<file path="src/rtl/shift_sub_divider.sv">
// -----------------------------------------------------------------------------
// shift_sub_divider
//
// Iterative restoring unsigned divider. It produces one quotient bit per clock
// using shift-and-subtract. Two cases finish in one cycle instead of WIDTH
// cycles: division by zero, and dividend < divisor. A result stays on the
// outputs after completion until the next request is accepted.
//
// Ports
//   clk          rising-edge clock
//   rst_n        asynchronous active-low reset
//   in_valid     request; taken only while in_ready is high
//   dividend     unsigned numerator, sampled on accept
//   divisor      unsigned denominator, sampled on accept
//   in_ready     high in IDLE and DONE, low while iterating
//   quotient     result quotient (all ones on divide-by-zero)
//   remainder    result remainder (the dividend on divide-by-zero)
//   div_by_zero  qualifies the current result
//   out_valid    one-cycle completion pulse
// -----------------------------------------------------------------------------
module shift_sub_divider #(
    parameter int WIDTH_LOG = 5,
    parameter int WIDTH     = 1 << WIDTH_LOG
) (
    input  logic             clk,
    input  logic             rst_n,
    input  logic             in_valid,
    input  logic [WIDTH-1:0] dividend,
    input  logic [WIDTH-1:0] divisor,
    output logic             in_ready,
    output logic [WIDTH-1:0] quotient,
    output logic [WIDTH-1:0] remainder,
    output logic             div_by_zero,
    output logic             out_valid
);

    typedef enum logic [1:0] {
        IDLE = 2'd0,
        CALC = 2'd1,
        DONE = 2'd2
    } state_t;

    localparam logic [WIDTH_LOG:0] LAST_ITER = (WIDTH_LOG + 1)'(WIDTH - 1);

    state_t state;
    state_t state_next;

    // The running remainder is always below the divisor, so WIDTH bits hold
    // it. Only the shifted trial value needs the extra bit.
    logic [WIDTH-1:0]   rem_reg;
    logic [WIDTH-1:0]   quo_reg;
    logic [WIDTH-1:0]   dvs_reg;
    logic [WIDTH_LOG:0] counter;
    logic               dbz_reg;

    logic             accept;
    logic             fast_path;
    logic             last_iter;
    logic [WIDTH:0]   trial;
    logic [WIDTH-1:0] diff;
    logic             fits;

    assign accept    = in_valid && (state != CALC);
    assign fast_path = (divisor == '0) || (dividend < divisor);
    assign last_iter = (counter == LAST_ITER);

    // Shift the next dividend bit out of quo_reg into the partial remainder.
    assign trial = {rem_reg, quo_reg[WIDTH-1]};
    assign fits  = (trial >= {1'b0, dvs_reg});
    // When the trial fits, the difference is below the divisor. Modulo-2^WIDTH
    // arithmetic on the low bits therefore gives the exact result.
    assign diff  = trial[WIDTH-1:0] - dvs_reg;

    always_ff @(posedge clk or negedge rst_n) begin
        if (!rst_n) begin
            state <= IDLE;
        end else begin
            state <= state_next;
        end
    end

    always_comb begin
        state_next = state;
        case (state)
            IDLE: begin
                if (accept) begin
                    state_next = fast_path ? DONE : CALC;
                end
            end
            CALC: begin
                if (last_iter) begin
                    state_next = DONE;
                end
            end
            DONE: begin
                // A request arriving in DONE is taken immediately, so
                // back-to-back operations have no idle bubble.
                if (accept) begin
                    state_next = fast_path ? DONE : CALC;
                end else begin
                    state_next = IDLE;
                end
            end
            default: state_next = IDLE;
        endcase
    end

    always_ff @(posedge clk or negedge rst_n) begin
        if (!rst_n) begin
            rem_reg <= '0;
            quo_reg <= '0;
            dvs_reg <= '0;
            counter <= '0;
            dbz_reg <= 1'b0;
        end else if (accept) begin
            if (divisor == '0) begin
                quo_reg <= '1;
                rem_reg <= dividend;
                dbz_reg <= 1'b1;
            end else if (dividend < divisor) begin
                quo_reg <= '0;
                rem_reg <= dividend;
                dbz_reg <= 1'b0;
            end else begin
                quo_reg <= dividend;
                rem_reg <= '0;
                dvs_reg <= divisor;
                counter <= '0;
                dbz_reg <= 1'b0;
            end
        end else if (state == CALC) begin
            rem_reg <= fits ? diff : trial[WIDTH-1:0];
            quo_reg <= {quo_reg[WIDTH-2:0], fits};
            counter <= counter + 1'b1;
        end
    end

    assign quotient    = quo_reg;
    assign remainder   = rem_reg;
    assign div_by_zero = dbz_reg;
    assign out_valid   = (state == DONE);
    assign in_ready    = (state != CALC);

endmodule

</file>
<file path="config.mk">
export PLATFORM = sky130hd
export DESIGN_NAME = shift_sub_divider
export DESIGN_NICKNAME = d
export VERILOG_FILES = /design/src/rtl/shift_sub_divider.sv
export SDC_FILE = /design/constraint.sdc
export NUM_CORES = 1
export LEC_CHECK = 0
export CORE_MARGIN = 3
export CORE_UTILIZATION = 39
export DETAILED_ROUTE_END_ITERATION = 10
export SLEW_MARGIN = 20
export SYNTH_ARGS = -nofsm -noshare
export SYNTH_HDL_FRONTEND = slang
export SYNTH_SLANG_ARGS = --single-unit
</file>
<file path="constraint.sdc">
create_clock -name clk -period 5.4 [get_ports clk]
set_clock_uncertainty 0.05 [all_clocks]
set_input_delay 0.54 -clock clk [delete_from_list [all_inputs] [get_ports clk]]
set_output_delay 0.54 -clock clk [all_outputs]
set_load 0.1 [all_outputs]
</file>
======== After elaboration in Yosys (flattened, before gate mapping) ========
Cells that the tools add are included.
operators by class
  add/subtract/negate cells ............... 2
  multipliers ............................. 0
  div/mod/pow operators ................... 0
  order comparisons ....................... 2
  equal/unequal tests ..................... 8
  shifts and indexed selects .............. 0
  muxes and demuxes ....................... 19
  bitwise logic cells ..................... 2
  reduce and logical (&&, ||, !) cells .... 8
operators with widths
  operator                                               count
  2-to-1 mux 32 bit                                      9
  >= comparator 33 x 32 -> 1 bit                         1
  logical NOT 32 bit                                     1
  < comparator 32 bit                                    1
  subtractor 32 bit                                      1
  2-to-1 mux 6 bit                                       4
  2-to-1 mux 2 bit                                       4
  inequality test 2 bit, second input constant           4
  adder 6 x 1 -> 6 bit, second input constant            1
  == test 6 x 5 -> 1 bit, second input constant          1
  one-hot mux 2 bit (3 select lines)                     1
  AND reduction 3 bit                                    2
  == test 2 x 1 -> 1 bit, second input constant          1
  == test 2 bit, second input constant                   1
  logical NOT 2 bit                                      1
  inequality test 2 x 1 -> 1 bit, second input constant  1
  inverter 1 bit                                         2
  AND reduction 2 bit                                    1
  nonzero test 2 bit                                     1
  logical AND 1 bit                                      1
  logical OR 1 bit                                       1
  2-to-1 mux 1 bit                                       1
word-level totals
  bits in registers ....................... 105
  bits in latches ......................... 0
  RAM bits ................................ 0
  memory bits (read-only) ................. 0
  input port bits ......................... 67
  output and inout bits ................... 67
  logic and storage cells ................. 47
  memories kept ........................... 0

======== Logic depth before layout (Yosys ltp) ========
  word-level depth ........................ 5
  depth in mapped cells ................... 13
  gate-level depth less buffers ........... 11

======== Least setup slack after synthesis ========
No wires, ideal clock.
  path kind ............................... register to register
  from .................................... register rem_reg[7], in the netlist remainder[7]
  to ...................................... register rem_reg[24], in the netlist remainder[24]
  setup time .............................. 0.131 ns
  arrival time ............................ 3.137 ns
  required time ........................... 5.219 ns
  setup slack ............................. 2.083 ns
  cell stages (with the launch flop) ...... 12
  buffers on the path ..................... 2
  cells stage by stage .................... dfrtp_1 ha_1 nand2_2 or3_1 a2111o_1 o211ai_2 o21ai_2 o211ai_4 and2_1 buf_4 buf_6 a211oi_1
between the ends
  word-level cells in the longest chain between the ends .. 4
  elaborated cells on any way between the ends .. 5
  classes of those cells .................. add/sub (1); order compare (1); mux (3)
RTL lines
  what                                                                        RTL line  source
  start: declaration                                                          50        logic [WIDTH-1:0] rem_reg;
  start signal: assignment                                                    118       rem_reg <= dividend;
  start signal: assignment                                                    122       rem_reg <= dividend;
  start signal: assignment                                                    132       rem_reg <= fits ? diff : trial[WIDTH-1:0];
  subtractor 32 bit / >= comparator 33 x 32 -> 1 bit (equally long branches)  72, 69
  2-to-1 mux 32 bit *                                                         132
  2-to-1 mux 32 bit *                                                         131       end else if (state == CALC) begin
  2-to-1 mux 32 bit *                                                         115       end else if (accept) begin
Every way passes the cells marked *; elsewhere a longest branch is shown, timed or not. The select of a mux whose other input is x is not followed.
A chain may end at the register's enable or synchronous reset.

======== Worst setup path in the final report ========
  from .................................... input divisor[27]
  to ...................................... register rem_reg[12], in the netlist remainder[12]
between the ends
  word-level cells in the longest chain between the ends .. 4
  elaborated cells on any way between the ends .. 5
  classes of those cells .................. order compare (1); mux (3); reduce/logical (1)
RTL lines
  what                 RTL line  source
  start: declaration   29        input logic [WIDTH-1:0] divisor,
  < comparator 32 bit  120       end else if (dividend < divisor) begin
  2-to-1 mux 32 bit    120
  2-to-1 mux 32 bit *  116       if (divisor == '0) begin
  2-to-1 mux 32 bit *  115
Every way passes the cells marked *; elsewhere a longest branch is shown, timed or not.

==> qor.tcl <==
set qor(num-nets-final) 1172
set qor(cts_made_buffers) 9
set qor(numClockSinks) 105
set qor(chipWidth_um) 146
set qor(core_area_um2) 19000
set qor(result_of_the_run) {finished, final reports clean}
set qor(area.growth.synth_to_final_pct) 23.7
set qor(max_slew.worst_pin.slew_ns) 1.07
set qor(remaining_global_route_overflow) 0
set qor(timing.hold.ws_ns) 0.206
set qor(routabilityCongestion) 0.902
set qor(vias_in_the_first_global_route) 7245
set qor(mappedNetlistArea_um2) 7610
set qor(cts_tree) {done}
set qor(first_iter_violations) 578
set qor(post-cts-setup-buffers) 0
set qor(maxCapViolations) 0
set qor(synth_warnings) 0
set qor(final_worst_setup_slack_ns) 1.74
set qor(holdBufCountCts) 0
set qor(synth_flop_cell) {sky130_fd_sc_hd__dfrtp_1}
set qor(slew_viol_final) 0
set qor(wirelength_um) 25900
set qor(critical_path_required_ns) 5.62
set qor(die_height_um) 146
set qor(setup-violations-final) 0
set qor(max-slew-margin-rel_pct) 28.8
set qor(cts.repair.resized) 0
set qor(fp-row-count) 50
set qor(timing.critical_path.to_type) {register}
set qor(syn_area_cell_um2) 8.11
set qor(synth_area_leaders) {sky130_fd_sc_hd__dfrtp_1, sky130_fd_sc_hd__ha_1, sky130_fd_sc_hd__a21oi_1}
set qor(layout_min_cycle_time_ns) 3.66
set qor(worst_path_most_repeated_cell) {sky130_fd_sc_hd__a211oi_1}
set qor(timing.reg2reg.worst_path_depth) 9
set qor(crit_arrival_ns) 3.89
set qor(final_cell_count_without_fillers) 1304
set qor(synth_cell_types) 58
set qor(cts.reportedPaths.clkPinSlew_ns) 0.08
set qor(root_buffer) {sky130_fd_sc_hd__clkbuf_16}
set qor(route.vias.total) 7389
set qor(dieArea_um2) 21200
set qor(wire_per_inst_um) 19.9
set qor(worstPathCellList) {clkdlybuf4s50_1 > inv_1 > ha_1 > a21oi_1 > o21ai_0 > a221oi_1 > o2111ai_1 > nand2_1 > buf_4 > and3_1 > a211oi_1 > a211oi_1}
set qor(synth_top_area_cell) {sky130_fd_sc_hd__dfrtp_1}
set qor(crit-reg2reg-launch) {remainder[7]}
set qor(r2r_setup_slack_ns) 1.87
set qor(placement.io_buffers) 133
set qor(io-pin-count) 134
set qor(setup-tns-final_ns) 0
set qor(diodes) 0
set qor(worst-path-max-fanout) 18
set qor(post_synth_inst_count) 938
set qor(layout-drive-gt1-share_pct) 4.41
set qor(placed_cells_incl_taps) 1289
set qor(cts_buffer_depth) 2
set qor(synth_edf_count) 0
set qor(clkLatencyLatePin_ns) 0.37
set qor(initial_utilization_pct) 40.1
set qor(r2r_end) {remainder[16]}
set qor(cp_top_family) {compound AO/OA/AOI/OAI gates}
set qor(hold_path_class) {in -> async}
set qor(drt-pass1-iter-count) 4
set qor(pin_count_of_the_biggest_net_entering_global_routing) 73
set qor(yosysTopAreaCellShare_pct) 34.5
set qor(groute.usage.overall_pct) 24.2
set qor(clock.fmax_mhz) 273
set qor(async_flop_share_pct) 100
set qor(grt_setup_unrepaired) {false}
set qor(dp_worst_setup_slack_ns) 1.42
set qor(drcViolationCount) 0
set qor(yosys_register_bits) 105
set qor(cp_num_buf_inv) 3
set qor(grt_first_pass_wirelength_um) 41200
set qor(critical-path-max-stage-delay_ns) 0.62
set qor(post_drt_via_cell_ratio) 5.67
set qor(criticalPathCategory) {in -> reg}
set qor(critPathLaunchType) {input port}
set qor(grt_antenna_before_repair) 0
set qor(hpwl_reported_at_the_end_of_detailed_placement_um) 19400
set qor(postRouteAntennaNets) 0
set qor(cts_max_level) 3
set qor(critical_path.slowest_cell) {sky130_fd_sc_hd__a221oi_1}
set qor(timing.final.crit_share_pct) 67.8
set qor(synth_fp_nets) 1070
set qor(timing.final.hold_violations) 0
set qor(yosysSeqAreaShare_pct) 34.5
[layout make-up]
class	count	area [um^2]
Multi-Input combinational cell	702	4470
Clock inverter	6	57.6
Fill cell	1878	9550
Sequential cell	105	2630
Inverter	77	289
Clock buffer	9	225
Tap cell	260	325
Timing Repair Buffer	145	1410
[layout by cell type, fill, tap and decap left out, drive strengths merged, types with 6 or more instances in the layout]
master,count
a211oi,50
a21oi,91
a31oi,19
and3,29
buf,14
clkbuf,9
clkdlybuf4s50,131
dfrtp,105
ha,64
inv,82
mux2i,12
nand2,114
nand3,14
nand4,20
nor2,40
nor2b,10
nor3,40
nor4,9
o211ai,7
o21a,6
o21ai,84
xnor2,13
xor2,11
[through the flow]
stage	util, %	instance area (um^2)
after floorplan	-	7610
after global placement	48.1	9120
after detailed placement	48.1	9120
after CTS	49.6	9410
after global routing	49.6	9410
final	49.6	9410
[synthesized netlist by cell type (2+ instances only)]
cell	number
sky130_fd_sc_hd__clkbuf_1	49
sky130_fd_sc_hd__nand3_1	14
sky130_fd_sc_hd__inv_1	76
sky130_fd_sc_hd__xnor2_1	13
sky130_fd_sc_hd__nor3b_1	3
sky130_fd_sc_hd__o22ai_1	4
sky130_fd_sc_hd__a21oi_1	91
sky130_fd_sc_hd__a221oi_1	2
sky130_fd_sc_hd__and2_1	5
sky130_fd_sc_hd__o21bai_1	3
sky130_fd_sc_hd__a21boi_0	3
sky130_fd_sc_hd__o21a_1	6
sky130_fd_sc_hd__nand2b_1	4
sky130_fd_sc_hd__a21o_1	5
sky130_fd_sc_hd__buf_6	2
sky130_fd_sc_hd__or3b_2	2
sky130_fd_sc_hd__dfrtp_1	105
sky130_fd_sc_hd__or2_2	5
sky130_fd_sc_hd__a311o_1	2
sky130_fd_sc_hd__o2111ai_1	3
sky130_fd_sc_hd__ha_1	64
sky130_fd_sc_hd__nor3_1	40
sky130_fd_sc_hd__a311oi_1	2
sky130_fd_sc_hd__o211ai_1	5
sky130_fd_sc_hd__o2111a_1	2
sky130_fd_sc_hd__nor4_1	9
sky130_fd_sc_hd__and3_1	29
sky130_fd_sc_hd__a211oi_1	50
sky130_fd_sc_hd__mux2_2	2
sky130_fd_sc_hd__o311a_1	2
sky130_fd_sc_hd__nor2b_1	10
sky130_fd_sc_hd__a31oi_1	19
sky130_fd_sc_hd__nand2_1	113
sky130_fd_sc_hd__o21ai_0	83
sky130_fd_sc_hd__a221o_1	3
sky130_fd_sc_hd__a22oi_1	5
sky130_fd_sc_hd__nand4_1	20
sky130_fd_sc_hd__xor2_1	11
sky130_fd_sc_hd__buf_4	3
sky130_fd_sc_hd__mux2i_1	12
sky130_fd_sc_hd__nor2_1	40
[cell families (layout without fill, tap and decap cells)]
family	after synthesis	count (layout)	synth area share [%]
AO/OA/AOI/OAI	301	301	24.5
AND/OR/NAND/NOR	298	298	18.8
buffers and inverters	131	237	6.81
flip-flops	105	105	34.5
adder cells (fa/ha/maj)	65	65	10.8
XOR/XNOR	24	24	2.76
multiplexers	14	14	1.88
[how the worst max path moves through the flow]
stage	cells after the start	start	slack, ns	end
5_1_grt	12	divisor[27]	1.42	remainder[12]
2_1_floorplan	11	remainder[7]	2.08	remainder[24]
4_1_cts	12	divisor[27]	1.80	remainder[1]
6_report	12	divisor[27]	1.74	remainder[12]
3_5_place_dp	12	divisor[27]	1.42	remainder[12]
3_3_place_gp	12	divisor[27]	1.56	remainder[12]
[metal layers]
| metal | vias up | part of all wire (%) | track usage, % |
|---|---|---|---|
| met5 | - | 0 | 0 |
| li1 | 3595 | - | - |
| met4 | 0 | 1.4 | 4.99 |
| met1 | 3516 | 47 | 35.2 |
| met3 | 19 | 6.3 | 4.30 |
| met2 | 259 | 45 | 37.8 |
[worst register-to-register path, delay by kind of cell (launching register included)]
family	cells	cell delay, ns
DFF	1	0.45
AOI/OAI and AO/OA	5	1.05
adders and majority gates	1	0.43
and+or+nand+nor	3	1.37
Power is not shown: default switching activity piles up to over one toggle a cycle in this logic, so the estimate is an artifact.
